<file path="config.mk">
export PLATFORM = sky130hd
export DESIGN_NAME = prng_rr_scheduler_flat
export DESIGN_NICKNAME = d
export VERILOG_FILES = /design/src/rtl/prng_rr_scheduler_if.sv /design/src/rtl/prng_rr_scheduler.sv /design/src/flat_wrapper.sv
export SDC_FILE = /design/constraint.sdc
export NUM_CORES = 1
export LEC_CHECK = 0
export BUFFER_PORTS_ARGS = -buffer_cell sky130_fd_sc_hd__buf_2
export CORE_AREA = 2 2 183 185
export DETAILED_ROUTE_END_ITERATION = 16
export DIE_AREA = 0 0 185 187
export GPL_TIMING_DRIVEN = 0
export SLEW_MARGIN = 15
export SYNTH_ARGS = -nofsm -noshare
export SYNTH_HDL_FRONTEND = slang
export SYNTH_SLANG_ARGS = --single-unit
</file>
<file path="constraint.sdc">
create_clock -name clk -period 6.5 [get_ports clk]
set_input_delay 0 -clock clk [delete_from_list [all_inputs] [get_ports clk]]
set_output_delay 0 -clock clk [all_outputs]
set_load 0.03 [all_outputs]
</file>
<file path="src/rtl/prng_rr_scheduler_if.sv">
// Seed handshake, request/grant and status bundle of prng_rr_scheduler.
// slave is the scheduler side, master is the seed source / requester side.
interface prng_rr_scheduler_if #(
   parameter int NUM_REQ = 4,
   parameter int RND_W   = 64
);
   logic               seed_valid_i;
   logic               seed_ready_o;
   logic [127:0]       seed_i;
   logic [NUM_REQ-1:0] req_i;
   logic [NUM_REQ-1:0] gnt_o;
   logic [RND_W-1:0]   rnd_o;
   logic               reseed_req_o;
   logic               zero_err_o;

   modport master (
      output seed_valid_i, seed_i, req_i,
      input  seed_ready_o, gnt_o, rnd_o, reseed_req_o, zero_err_o
   );

   modport slave (
      input  seed_valid_i, seed_i, req_i,
      output seed_ready_o, gnt_o, rnd_o, reseed_req_o, zero_err_o
   );
endinterface

</file>
<file path="src/rtl/prng_rr_scheduler.sv">
// Seed/warmup sequencer and round-robin grant arbiter for the 128-bit masking PRNG.
// Optional all-zero LFSR guard: define PRNG_ZERO_GUARD_EN.
//
// state      | meaning
// -----------+---------------------------------------------------------
// UNSEEDED   | no valid seed, waiting for seed handshake
// LOAD       | prng_init_o pulse, seed copied into the LFSR
// WARMUP     | prng_en_o for WARMUP cycles before the first grant
// READY      | may grant one requester per cycle (or accept a reseed)
// STRIDE     | prng_en_o for STRIDE-1 cycles after a grant, no grants
// STALE      | grant budget spent, reseed_req_o until a new seed arrives
module prng_rr_scheduler #(
   parameter int NUM_REQ         = 4,
   parameter int RND_W           = 64,
   parameter int WARMUP          = 128,
   parameter int STRIDE          = 8,
   parameter int RESEED_INTERVAL = 1024
) (
   input  logic                clk,
   input  logic                rst,
   prng_rr_scheduler_if.slave  bus_if,
   output logic                prng_init_o,
   output logic                prng_en_o,
   output logic [127:0]        prng_seed_o,
   input  logic [127:0]        prng_i
);

   localparam int PTR_W = (NUM_REQ > 1) ? $clog2(NUM_REQ) : 1;
   localparam int IW    = PTR_W + 1;

   localparam logic [2:0] S_UNSEEDED = 3'd0;
   localparam logic [2:0] S_LOAD     = 3'd1;
   localparam logic [2:0] S_WARMUP   = 3'd2;
   localparam logic [2:0] S_READY    = 3'd3;
   localparam logic [2:0] S_STRIDE   = 3'd4;
   localparam logic [2:0] S_STALE    = 3'd5;

   localparam logic [31:0]      WARMUP_LOAD = 32'(WARMUP - 1);
   localparam logic [31:0]      STRIDE_LOAD = (STRIDE > 1) ? 32'(STRIDE - 2) : 32'd0;
   localparam logic [31:0]      RESEED_CNT  = 32'(RESEED_INTERVAL);
   localparam logic [PTR_W-1:0] PTR_RST     = PTR_W'(NUM_REQ - 1);

   logic [2:0]         state_q, state_d;
   logic [31:0]        tmr_q, tmr_d;
   logic [31:0]        gcnt_q, gcnt_d;
   logic [PTR_W-1:0]   ptr_q, ptr_d;
   logic [127:0]       seed_q, seed_d;
   logic               zero_err_q, zero_err_d;

   logic               seed_hs;
   logic               prng_zero;
   logic               found;
   logic               grant_en;
   logic               en;
   logic [PTR_W-1:0]   win_idx;
   logic [NUM_REQ-1:0] gnt;
   logic [31:0]        gcnt_inc;
   logic               unused_prng;

   assign bus_if.seed_ready_o = (state_q == S_UNSEEDED) || (state_q == S_READY) ||
                                (state_q == S_STALE);
   assign seed_hs = bus_if.seed_valid_i && bus_if.seed_ready_o;

`ifdef PRNG_ZERO_GUARD_EN
   assign prng_zero = (prng_i == 128'd0);
`else
   assign prng_zero = 1'b0;
`endif

   // Only prng_i[RND_W-1:0] is delivered; the reduction keeps the upper bits referenced.
   assign unused_prng = ^prng_i;

   // First set request scanning upward from ptr+1, wrapping at NUM_REQ.
   always_comb begin
      logic [IW-1:0] idx;
      idx     = '0;
      found   = 1'b0;
      win_idx = ptr_q;
      for (int i = 1; i <= NUM_REQ; i++) begin
         idx = {1'b0, ptr_q} + IW'(i);
         if (idx >= IW'(NUM_REQ)) begin
            idx = idx - IW'(NUM_REQ);
         end
         if (!found && bus_if.req_i[idx[PTR_W-1:0]]) begin
            found   = 1'b1;
            win_idx = idx[PTR_W-1:0];
         end
      end
   end

   assign grant_en = (state_q == S_READY) && !seed_hs && !prng_zero && found;
   assign gcnt_inc = (gcnt_q == '1) ? gcnt_q : gcnt_q + 32'd1;

   always_comb begin
      gnt = '0;
      if (grant_en) begin
         gnt[win_idx] = 1'b1;
      end
   end

   always_comb begin
      state_d    = state_q;
      tmr_d      = tmr_q;
      gcnt_d     = gcnt_q;
      ptr_d      = ptr_q;
      seed_d     = seed_q;
      zero_err_d = zero_err_q;
      en         = 1'b0;

      if (seed_hs) begin
         seed_d     = bus_if.seed_i;
         gcnt_d     = '0;
         zero_err_d = 1'b0;
         state_d    = S_LOAD;
      end

      case (state_q)
         S_LOAD: begin
            state_d = S_WARMUP;
            tmr_d   = WARMUP_LOAD;
         end
         S_WARMUP: begin
            en = 1'b1;
            if (tmr_q == '0) begin
               state_d = S_READY;
            end else begin
               tmr_d = tmr_q - 32'd1;
            end
         end
         S_READY: begin
            if (!seed_hs) begin
               if (prng_zero) begin
                  zero_err_d = 1'b1;
                  state_d    = S_UNSEEDED;
               end else if (found) begin
                  en     = 1'b1;
                  ptr_d  = win_idx;
                  gcnt_d = gcnt_inc;
                  if (STRIDE > 1) begin
                     state_d = S_STRIDE;
                     tmr_d   = STRIDE_LOAD;
                  end else if ((RESEED_INTERVAL != 0) && (gcnt_inc == RESEED_CNT)) begin
                     state_d = S_STALE;
                  end
               end
            end
         end
         S_STRIDE: begin
            en = 1'b1;
            if (tmr_q == '0) begin
               if ((RESEED_INTERVAL != 0) && (gcnt_q == RESEED_CNT)) begin
                  state_d = S_STALE;
               end else begin
                  state_d = S_READY;
               end
            end else begin
               tmr_d = tmr_q - 32'd1;
            end
         end
         S_UNSEEDED, S_STALE: begin
         end
         default: begin
            state_d = S_UNSEEDED;
         end
      endcase
   end

   always_ff @(posedge clk or posedge rst) begin
      if (rst) begin
         state_q    <= S_UNSEEDED;
         tmr_q      <= '0;
         gcnt_q     <= '0;
         ptr_q      <= PTR_RST;
         seed_q     <= '0;
         zero_err_q <= 1'b0;
      end else begin
         state_q    <= state_d;
         tmr_q      <= tmr_d;
         gcnt_q     <= gcnt_d;
         ptr_q      <= ptr_d;
         seed_q     <= seed_d;
         zero_err_q <= zero_err_d;
      end
   end

   assign bus_if.gnt_o        = gnt;
   assign bus_if.rnd_o        = grant_en ? prng_i[RND_W-1:0] : '0;
   assign bus_if.reseed_req_o = (state_q == S_STALE);
   assign bus_if.zero_err_o   = zero_err_q;
   assign prng_init_o         = (state_q == S_LOAD);
   assign prng_en_o           = en;
   assign prng_seed_o         = seed_q;

endmodule

</file>
<file path="src/flat_wrapper.sv">
// flat-port wrapper written by rule: the top's interface ports become plain ports
module prng_rr_scheduler_flat 
#(
   parameter int NUM_REQ         = 4,
   parameter int RND_W           = 64,
   parameter int WARMUP          = 128,
   parameter int STRIDE          = 8,
   parameter int RESEED_INTERVAL = 1024
)
  (clk, rst, prng_init_o, prng_en_o, prng_seed_o, prng_i, bus_if_seed_valid_i, bus_if_seed_i, bus_if_req_i, bus_if_seed_ready_o, bus_if_gnt_o, bus_if_rnd_o, bus_if_reseed_req_o, bus_if_zero_err_o);
  prng_rr_scheduler_if #(.NUM_REQ(NUM_REQ), .RND_W(RND_W)) bus_if_i ();
  input  logic clk;
  input  logic rst;
  output logic prng_init_o;
  output logic prng_en_o;
  output logic [127:0] prng_seed_o;
  input  logic [127:0] prng_i;
  input wire logic [$bits(bus_if_i.seed_valid_i)-1:0] bus_if_seed_valid_i;
  input wire logic [$bits(bus_if_i.seed_i)-1:0] bus_if_seed_i;
  input wire logic [$bits(bus_if_i.req_i)-1:0] bus_if_req_i;
  output wire logic [$bits(bus_if_i.seed_ready_o)-1:0] bus_if_seed_ready_o;
  output wire logic [$bits(bus_if_i.gnt_o)-1:0] bus_if_gnt_o;
  output wire logic [$bits(bus_if_i.rnd_o)-1:0] bus_if_rnd_o;
  output wire logic [$bits(bus_if_i.reseed_req_o)-1:0] bus_if_reseed_req_o;
  output wire logic [$bits(bus_if_i.zero_err_o)-1:0] bus_if_zero_err_o;
  assign bus_if_i.seed_valid_i = bus_if_seed_valid_i;
  assign bus_if_i.seed_i = bus_if_seed_i;
  assign bus_if_i.req_i = bus_if_req_i;
  assign bus_if_seed_ready_o = bus_if_i.seed_ready_o;
  assign bus_if_gnt_o = bus_if_i.gnt_o;
  assign bus_if_rnd_o = bus_if_i.rnd_o;
  assign bus_if_reseed_req_o = bus_if_i.reseed_req_o;
  assign bus_if_zero_err_o = bus_if_i.zero_err_o;
  prng_rr_scheduler #(.NUM_REQ(NUM_REQ), .RND_W(RND_W), .WARMUP(WARMUP), .STRIDE(STRIDE), .RESEED_INTERVAL(RESEED_INTERVAL)) u_core (.clk(clk), .rst(rst), .bus_if(bus_if_i), .prng_init_o(prng_init_o), .prng_en_o(prng_en_o), .prng_seed_o(prng_seed_o), .prng_i(prng_i));
endmodule
</file>
=== Word-level counts from Yosys, hierarchy flattened ===
Index checks and enable logic that the tools add are counted.

* Register bits after elaboration: 197
* Bits in latches: 0
* RAM bits: 0
* Bits in read-only memories: 0
* Input port bits: 263
* Output and inout bits: 201
* Logic and storage cells: 100
* Memories kept: 0

* Add/subtract/negate cells: 10
* $mul: 0
* Divide/modulo/power cells: 0
* $lt $le $gt $ge: 10
* Equal/unequal tests: 11
* Shift-type cells: 0
* Multiplexer cells: 43
* Bitwise logic cells: 1
* Reduce and logical (&&, ||, !) cells: 20

{| class="wikitable"
|+ Operator list
! operator !! number
|-
| 2-to-1 mux 32 bit || 8
|-
| one-hot mux 32 bit (3 select lines) || 1
|-
| 2-to-1 mux 64 bit || 1
|-
| adder 32 x 1 -> 32 bit, second input constant || 1
|-
| == test 32 x 11 -> 1 bit, second input constant || 1
|-
| == test 32 bit, second input constant || 1
|-
| logical NOT 32 bit || 1
|-
| subtractor 32 x 1 -> 32 bit, second input constant || 1
|-
| 2-to-1 mux 3 bit || 6
|-
| 2-to-1 mux 2 bit || 8
|-
| less-than comparator 2 x 3 -> 1 bit, second input constant || 5
|-
| one-hot mux 3 bit (5 select lines) || 1
|-
| >= comparator 3 bit, second input constant || 4
|-
| 2-to-1 mux 1 bit || 11
|-
| binary-select mux 1 bit (select 2 bit) || 4
|-
| subtractor 2 x 1 -> 2 bit, second input constant || 4
|-
| logical AND 1 bit || 7
|-
| adder 2 x 2 -> 3 bit, second input constant || 2
|-
| == test 3 x 2 -> 1 bit, second input constant || 2
|-
| == test 3 bit, second input constant || 2
|-
| logical NOT 1 bit || 4
|-
| 2-to-1 mux 4 bit || 1
|-
| inequality test 2 bit, second input constant || 2
|-
| inequality test 4 x 3 -> 1 bit, second input constant || 1
|-
| 14 further kinds || 16
|}

=== Logic depth before layout (Yosys ltp) ===
Gate-level depths: netlist (run 1).

* Depth in word-level cells: 20
* Gate-level depth with buffers: 9
* Mapped depth without buffers: 7

=== Worst setup path after synthesis (run 1) ===
Ideal clock, no wire load.

* Kind: reg2reg
* From: register u_core.state_q[2]
* To: register u_core.tmr_q[0]
* Library setup time: 125 ps
* Arrival: 2524 ps
* Setup slack: 3851 ps
* Stages on the path, launching flop included: 6
* Buffers on the path: 1
* Clock period less this slack: 2649 ps
* Path through: dfrtp_1 -> clkbuf_1 -> nor3b_1 -> a21oi_1 -> o21ai_1 -> mux2_2

* Elaborated cells on any way between the ends: 16

{| class="wikitable"
|+ RTL lines
! item !! RTL line !! source
|-
| start, declared || prng_rr_scheduler.sv:43 || <nowiki>logic [2:0] state_q, state_d;</nowiki>
|-
| start signal, assigned || prng_rr_scheduler.sv:177 || <nowiki>state_q <= state_d;</nowiki>
|-
| == test 3 x 1 -> 1 bit (*) || -- ||
|-
| via prng_init_o || flat_wrapper.sv:14 || <nowiki>output logic prng_init_o;</nowiki>
|-
| nonzero test 3 bit (no source line) || -- ||
|-
| AND reduction 4 bit (no source line) || -- ||
|-
| end signal, assigned || prng_rr_scheduler.sv:178 || <nowiki>tmr_q <= tmr_d;</nowiki>
|-
| end, declared || prng_rr_scheduler.sv:44 || <nowiki>logic [31:0] tmr_q, tmr_d;</nowiki>
|}

The timed path passes the listed nets; every way through them passes the cells marked *.
A chain may end at the register's enable or synchronous reset.

=== Worst setup path after layout (run 1) ===
* From: register u_core.state_q[2]
* To: output port bus_if_rnd_o[26]

* Word-level cells in the longest chain between the ends: 8
* Elaborated cells on any way between the ends: 10

{| class="wikitable"
|+ RTL lines
! item !! RTL line !! source
|-
| == test 3 x 2 -> 1 bit or logical NOT 3 bit (tied branches) || prng_rr_scheduler.sv:60, prng_rr_scheduler.sv:91 ||
|-
| logical OR 1 bit (2 in a row) || prng_rr_scheduler.sv:60 || <nowiki>assign bus_if.seed_ready_o = (state_q == S_UNSEEDED) || (state_q == S_READY) ||</nowiki>
|-
| logical AND 1 bit || prng_rr_scheduler.sv:62 || <nowiki>assign seed_hs = bus_if.seed_valid_i && bus_if.seed_ready_o;</nowiki>
|-
| logical NOT 1 bit || prng_rr_scheduler.sv:91 || <nowiki>assign grant_en = (state_q == S_READY) && !seed_hs && !prng_zero && found;</nowiki>
|-
| logical AND 1 bit (*) (2 in a row) || prng_rr_scheduler.sv:91 ||
|-
| 2-to-1 mux 64 bit (*) || prng_rr_scheduler.sv:187 || <nowiki>assign bus_if.rnd_o = grant_en ? prng_i[RND_W-1:0] : '0;</nowiki>
|-
| end, declared || flat_wrapper.sv:23 || <nowiki>output wire logic [$bits(bus_if_i.rnd_o)-1:0] bus_if_rnd_o;</nowiki>
|}

Mark *: on every way between the ends. The rest lies on a longest branch, timed or not.

==> out/results.txt, run 1 <==
Global route total overflow - 0
Antenna Violating Nets Remaining - 0
Core area - 0.0329 sq mm
Final net count - 1917
Pwr dens - 441 mW/mm^2
Post-DR vias/cell - 4.81
Async SR Flop Fraction - 100%
HPWL after DPL - 24600 um
Area grow syn2layout - 46.8%
Initial antenna violation count - 2
RSZ-0062 raised after global routing - no
Max-Cap Viols - 0
Vias in the first global route - 9887
Layout cells sized above 1 - 28.6%
Worst Path Arrival - 3.35 ns
Cell count after synthesis - 1102
Outcome - finished, final reports clean
Drt wl/cell - 16.1 um
Finish-stage setup viols - 0
Worst skew pair latency - 0.44 ns
TritonCTS clock tree - done
Final hold violations - 0
CP max FO - 10
Synth Area per Inst - 8.67 sq um
Root Buffer - clkbuf_16
Worst VDD drop - 0.000263 V
CP Capture Type - primary output
Fill cell total of the finished layout - 3268
Worst Max-Slew Pin Slew - 0.989 ns
Total number of vias - 10200
Sequential fraction of the synthesis area - 51.6%
Syn nets - 1369
Setup CP Type - flop to primary output
Largest net degree at the start of global routing - 107
Post-synth EDFFs - 0
Initial Utilization - 29.1%
Power Total - 6180 uW
CTS Buf Count - 17
# IOs - 464
Fmax - 299 MHz
Top FF cell, synth - dfrtp_1
YS warnings - 0
Library cells used by synthesis - 70
Clk slew on worst S/H paths - 0.08 ns
Layout Skew - 0.0113 ns
Rows - 67
HP Class - input port to flop
Pleak - 0.00728 uW
Mapped cell area - 0.00956 sq mm
Worst-case clock buffer depth - 2
Initial DRC Count - 649
Post-CTS sizing - 0
Crit start category - flop
DRC Markers - 0
Worst Path Required - 6.50 ns
Post-Route Utilization - 42.7%
Chip height - 187 um
H-Tree Depth - 4
Port buffer count - 398
Tot GR Track Use - 19.8%
Die Wd - 185 um
Tcrit/Tclk final - 51.5%
Final GP Congestion - 0.832
Slew HR - 34.0%
Final wirelength - 34000 um
First-pass GRT wire length - 54200 um
Post-route minimum period - 3.35 ns
Die ar. - 0.0346 sq mm
TritonCTS Sinks - 197
Yosys reg bits - 197
Pins Over Slew Limit - 0
Drt first pass iters - 5
## per-stage QoR
| stage | instance area [sq um] | setup WS, ns | setup TNS, ns | hold slack [ns] | instances |
|---|---|---|---|---|---|
| final | 14000 | 3.15 | 0 | 0.0259 | 2113 |
| after global routing | 14000 | 2.88 | 0 | 0.0660 | 2112 |
| after CTS | 14000 | 3.14 | 0 | 0.00792 | 2111 |
| after detailed placement | 12200 | 3.50 | 0 | 0.148 | 1950 |
| after global placement | 12100 | -1.43 | -275.17 | 0.189 | 1948 |
| after floorplan | 9560 | 1.13 | 0 | 0.105 | 1102 |
## where the power goes
group          switching, uW  total (uW)  leakage, uW  internal, uW
clock network            532        1050     0.000272           521
registers                238        1900      0.00251          1670
logic                   2330        3220      0.00449           895
## kinds of logic (layout without fill, tap and decap cells)
logic type                 Yosys count  count (layout)  synth area share, %
AOI/OAI and AO/OA                  139             139                 9.81
muxes                                5               5                0.537
DFF                                197             197                 51.6
buffers and inverters               78             639                 3.55
xor gates and xnor gates             3               3                0.275
other                                1               3               0.0392
adders and majority gates            4               4                0.524
and+or+nand+nor                    675             675                 33.7
## worst paths after layout
kind,cells after the start,endpoint,slack (ns),startpoint
max,7,bus_if_rnd_o[26],3.15,u_core.state_q[2]
min in group asynchronous,3,u_core.prng_seed_o[116],0.22,rst
max in group asynchronous,4,u_core.prng_seed_o[84],5.31,rst
min reg2reg,2,u_core.prng_seed_o[88],0.47,u_core.prng_seed_o[88]
min,3,u_core.ptr_q[1],0.03,bus_if_req_i[2]
max reg2reg,9,u_core.prng_seed_o[23],3.59,u_core.state_q[0]
## flip-flops by register name (all words and copies together), names as in the netlist
signal	cells
u_core.state_q	3
u_core.tmr_q	32
u_core.prng_seed_o	128
u_core.ptr_q	2
u_core.gcnt_q	32
## metal layers
metal / global-route usage, % / part of all wire, % / vias to the layer above
li1: - / - / 4860
met1: 26.9 / 43 / 4870
met2: 30.8 / 47 / 365
met3: 4.36 / 6.6 / 64
met4: 7.51 / 3.2 / 0
met5: 0 / 0 / -
## what timing repair did
item | CTS | global route
buffers inserted | 0 | 0
endpoints found under the hold margin | 219 | 0
hold buffers | 129 | 0
setup endpoints to repair | 0 | 0
## Yosys cell counts (3+ instances only)
cell      number  area, sq um
o41ai_1        7         61.3
nor3_1        18         90.1
and2_1        67          419
o31a_1         3         26.3
or3_1         19          119
or4_4          3         33.8
o21ai_0       21          105
o31ai_1       26          195
mux2i_1        4         40.0
nor2_1        23         86.3
ha_1           4         50.1
nor4_4         3         63.8
clkbuf_1      45          169
inv_1         12         45.0
nor3b_1        3         22.5
a21oi_1       39          195
and3_1         7         43.8
dfrtp_1      195         4880
or4_1         28          210
o21a_1         3         22.5
nand2_1      421         1580
nand4_1       18          113
nor4_1        17          106
nand3_1       20          100
buf_4          4         30.0
o211ai_1      12         90.1
nand2b_1       3         18.8
buf_2         13         65.1
a31oi_1        5         31.3
and4_1         6         52.6
## area by class of cell
cell class / instances / area, sq um / area share (%)
inverter: 12 / 52.6 / 0.375
tap: 448 / 561 / 3.99
multi-input combinational: 827 / 4290 / 30.6
timing repair buffer: 529 / 3320 / 23.6
buffer: 66 / 294 / 2.10
antenna: 2 / 5.00 / 0.0357
clock buffer: 18 / 439 / 3.13
sequential: 197 / 4930 / 35.2
clock inverter: 14 / 138 / 0.981
## placed cells by master, fill, tap and decap left out, types with 6 or more instances in the layout
| master | synthesis | layout |
|---|---|---|
| a21oi_1 | 39 | 39 |
| and2_1 | 67 | 67 |
| and3_1 | 7 | 7 |
| and4_1 | 6 | 6 |
| buf_2 | 13 | 411 |
| clkbuf_1 | 45 | 45 |
| clkbuf_16 | 0 | 17 |
| dfrtp_1 | 195 | 195 |
| dlygate4sd3_1 | 0 | 129 |
| inv_1 | 12 | 11 |
| inv_8 | 0 | 6 |
| nand2_1 | 421 | 421 |
| nand3_1 | 20 | 20 |
| nand4_1 | 18 | 18 |
| nor2_1 | 23 | 23 |
| nor3_1 | 18 | 18 |
| nor4_1 | 17 | 16 |
| o211ai_1 | 12 | 12 |
| o21ai_0 | 21 | 21 |
| o31ai_1 | 26 | 26 |
| o41ai_1 | 7 | 7 |
| or3_1 | 19 | 19 |
| or4_1 | 28 | 28 |
## critical path, cell delays in order, from the launching register on
cell,delay [ns]
dfrtp_1,0.40
clkbuf_1,0.22
nand3b_1,0.40
nor3_1,0.66
clkbuf_1,0.41
clkbuf_1,0.39
and2_1,0.22
buf_2,0.20
(Power assumes the default switching activity.)
==> run 2: changes to the inputs <==
- clock period: 6.5 -> 3.3 ns (I/O delays scaled with it)
==> out/results.txt, run 2 (synthesis results as in run 1) <==
HPWL after DPL - 24800 um (+0.68%)
Cell Area, Placed - 0.0122 sq mm (+0.67%)
M1 WL - 15000 um (+1.3%)
Root Buffer - clkbuf_16
Metal2 WL - 16000 um (+0.82%)
Initial antenna violation count - 1 (-1)
Clk slew on worst S/H paths - 0.07 ns (about the same)
Tot GR Track Use - 20.0% (+0.20 points)
Largest net degree at the start of global routing - 36 (-66%)
Core area - 0.0329 sq mm (unchanged)
Worst-case clock buffer depth - 2 (unchanged)
R2R Path Start - u_core.state_q[0]
Worst Path Buf+Inv - 4 (unchanged)
Final GP Congestion - 0.844 (+1.5%)
Finish-stage setup viols - 0 (unchanged)
RSZ-0062 raised after global routing - no
Worst Path Required - 3.30 ns (-3.20 ns)
Most frequent cells in the layout - nand2_1 (421), buf_2 (411), dfrtp_1 (195), dlygate4sd3_1 (129), and2_1 (67)
HP Class - input port to flop
Rows - 67 (unchanged)
CP startpoint - u_core.state_q[0]
Crit start category - flop
Max-Cap Viols - 0 (unchanged)
First-pass GRT wire length - 54700 um (+0.92%)
Pleak - 0.00733 uW (+0.72%)
Drt first pass iters - 5 (unchanged)
Final wirelength - 34100 um (+0.29%)
Setup_tns - 0 ns (unchanged)
Antenna Violating Nets Remaining - 0 (unchanged)
Power Total - 12300 uW (+99%)
Pins Over Slew Limit - 0 (unchanged)
Fmax - 325 MHz
Multi-input gate area - 0.00430 sq mm (+0.26%)
FF/Latch Area - 0.00493 sq mm (unchanged)
Post-Route Utilization - 43.0% (+0.34 points)
Commonest non-fill, non-tap cell in the layout - nand2_1
Worst Max-Slew Pin Slew - 1.07 ns (+0.0829 ns)
Flop-to-flop setup slack - 0.35 ns (-3.24 ns)
Max incr delay on CP - 0.41 ns (-0.25 ns)
Critical path endpoint - bus_if_rnd_o[43]
Global route total overflow - 0 (unchanged)
CP Capture Type - primary output
Worst skew pair latency - 0.46 ns (+0.02 ns)
Total number of vias - 10100 (-0.91%)
# IOs - 464 (unchanged)
Die Wd - 185 um (unchanged)
Area grow syn2layout - 48.0%
Post-DR vias/cell - 4.76 (-1.0%)
Routed length on met3 - 2140 um (-5.1%)
Fin area - 0.0141 sq mm (+0.78%)
Tcrit/Tclk final - 93.3%
Initial DRC Count - 509 (-22%)
Die ar. - 0.0346 sq mm (unchanged)
Final hold violations - 0 (unchanged)
R2r endpoint - u_core.prng_seed_o[20]
Highest routed layer - met4
Final net count - 1921 (+0.21%)
Layout Skew - 0.0116 ns (+0.000309 ns)
Layout cells sized above 1 - 28.8% (+0.23 points)
Number of post-CTS setup repair buffers - 0 (unchanged)
Vias in the first global route - 10100 (+1.9%)
Outcome - finished, final reports clean
CP most frequent cell - clkbuf_1
TritonCTS Sinks - 197 (unchanged)
H-Tree Depth - 4 (unchanged)
Reg2reg path depth - 9 (unchanged)
Worst VDD drop - 0.000739 V (+180%)
Pre-CTS setup slack - 0.305 ns (-3.20 ns)
Initial Utilization - 29.1% (unchanged)
Family with the most delay on the worst path - buffers and inverters
CP max FO - 10 (unchanged)
DRC Markers - 0 (unchanged)
CTS Buf Count - 17 (unchanged)
Crit path max-delay cell type - nand3b_1
Setup CP Type - flop to primary output
Worst path cell trace - clkbuf_1 > nand3b_1 > nor3_4 > clkbuf_2 > clkbuf_1 > and2_1 > buf_2
Worst setup margin - 0.221 ns (-2.93 ns)
Post-route minimum period - 3.08 ns
Slew HR - 27.9% (-6.1 points)
Critical path depth - 7 (unchanged)
Worst Path Arrival - 3.08 ns (-0.27 ns)
Pwr dens - 869 mW/mm^2 (+97%)
Drt wl/cell - 16.1 um (+0.15%)
Chip height - 187 um (unchanged)
TritonCTS clock tree - done
Fill cell total of the finished layout - 3223 (-1.4%)
Port buffer count - 398 (unchanged)
Max reg flops - 128 (unchanged)
[run 2: layer usage]
layer  global-route usage [%]  vias up
li1                         -     4857
met1                     26.5     4819
met4                     7.60        0
met3                     4.95       62
met2                     31.4      329
met5                        0        -
[run 2: layout make-up]
type / count / share of cell area, %
antenna: 1 / 0.0177
buffer: 66 / 2.09
clock buffer: 18 / 3.03
clock inverter: 14 / 1.18
inverter: 12 / 0.345
multi-input combinational: 827 / 30.4
sequential: 197 / 34.9
tap: 448 / 3.96
timing repair buffer: 533 / 24.1
[run 2: repair_timing]
action	in CTS	in global routing
hold buffers	129	0
pin swaps	0	1
setup endpoints to repair	20	14
endpoints found under the hold margin	153	0
gates resized for setup	1	3
[run 2: worst min-delay path by stage]
stage	from	endpoint	slack [ns]	cells after the start
2_1_floorplan	bus_if_seed_i[0]	u_core.prng_seed_o[0]	0.11	2
3_3_place_gp	bus_if_seed_i[42]	u_core.prng_seed_o[42]	0.19	3
3_5_place_dp	rst	u_core.prng_seed_o[69]	0.16	2
4_1_cts	bus_if_req_i[2]	u_core.ptr_q[1]	0.01	3
5_1_grt	bus_if_req_i[2]	u_core.ptr_q[1]	0.08	3
6_report	bus_if_req_i[2]	u_core.ptr_q[1]	0.03	3
[run 2: through the flow]
stage / hold slack [ns] / cells
finish: 0.0324 / 2116
global route: 0.0841 / 2116
CTS: 0.0130 / 2115
global placement: 0.189 / 1948
detailed placement: 0.158 / 1954
floorplan: 0.105 / 1102
[run 2: power by group]
group,internal [uW],switching (uW)
clock,1140,1030
sequential,3280,481
combinational,1770,4570
total,6200,6080
[run 2: worst register-to-register path: cells and delay by family (launching register included)]
kind / cells / cell delay [ns]
and+or+nand+nor: 3 / 0.43
AOI/OAI and AO/OA: 1 / 0.38
buffers and inverters: 4 / 1.63
xor gates and xnor gates: 1 / 0.12
DFF: 1 / 0.32
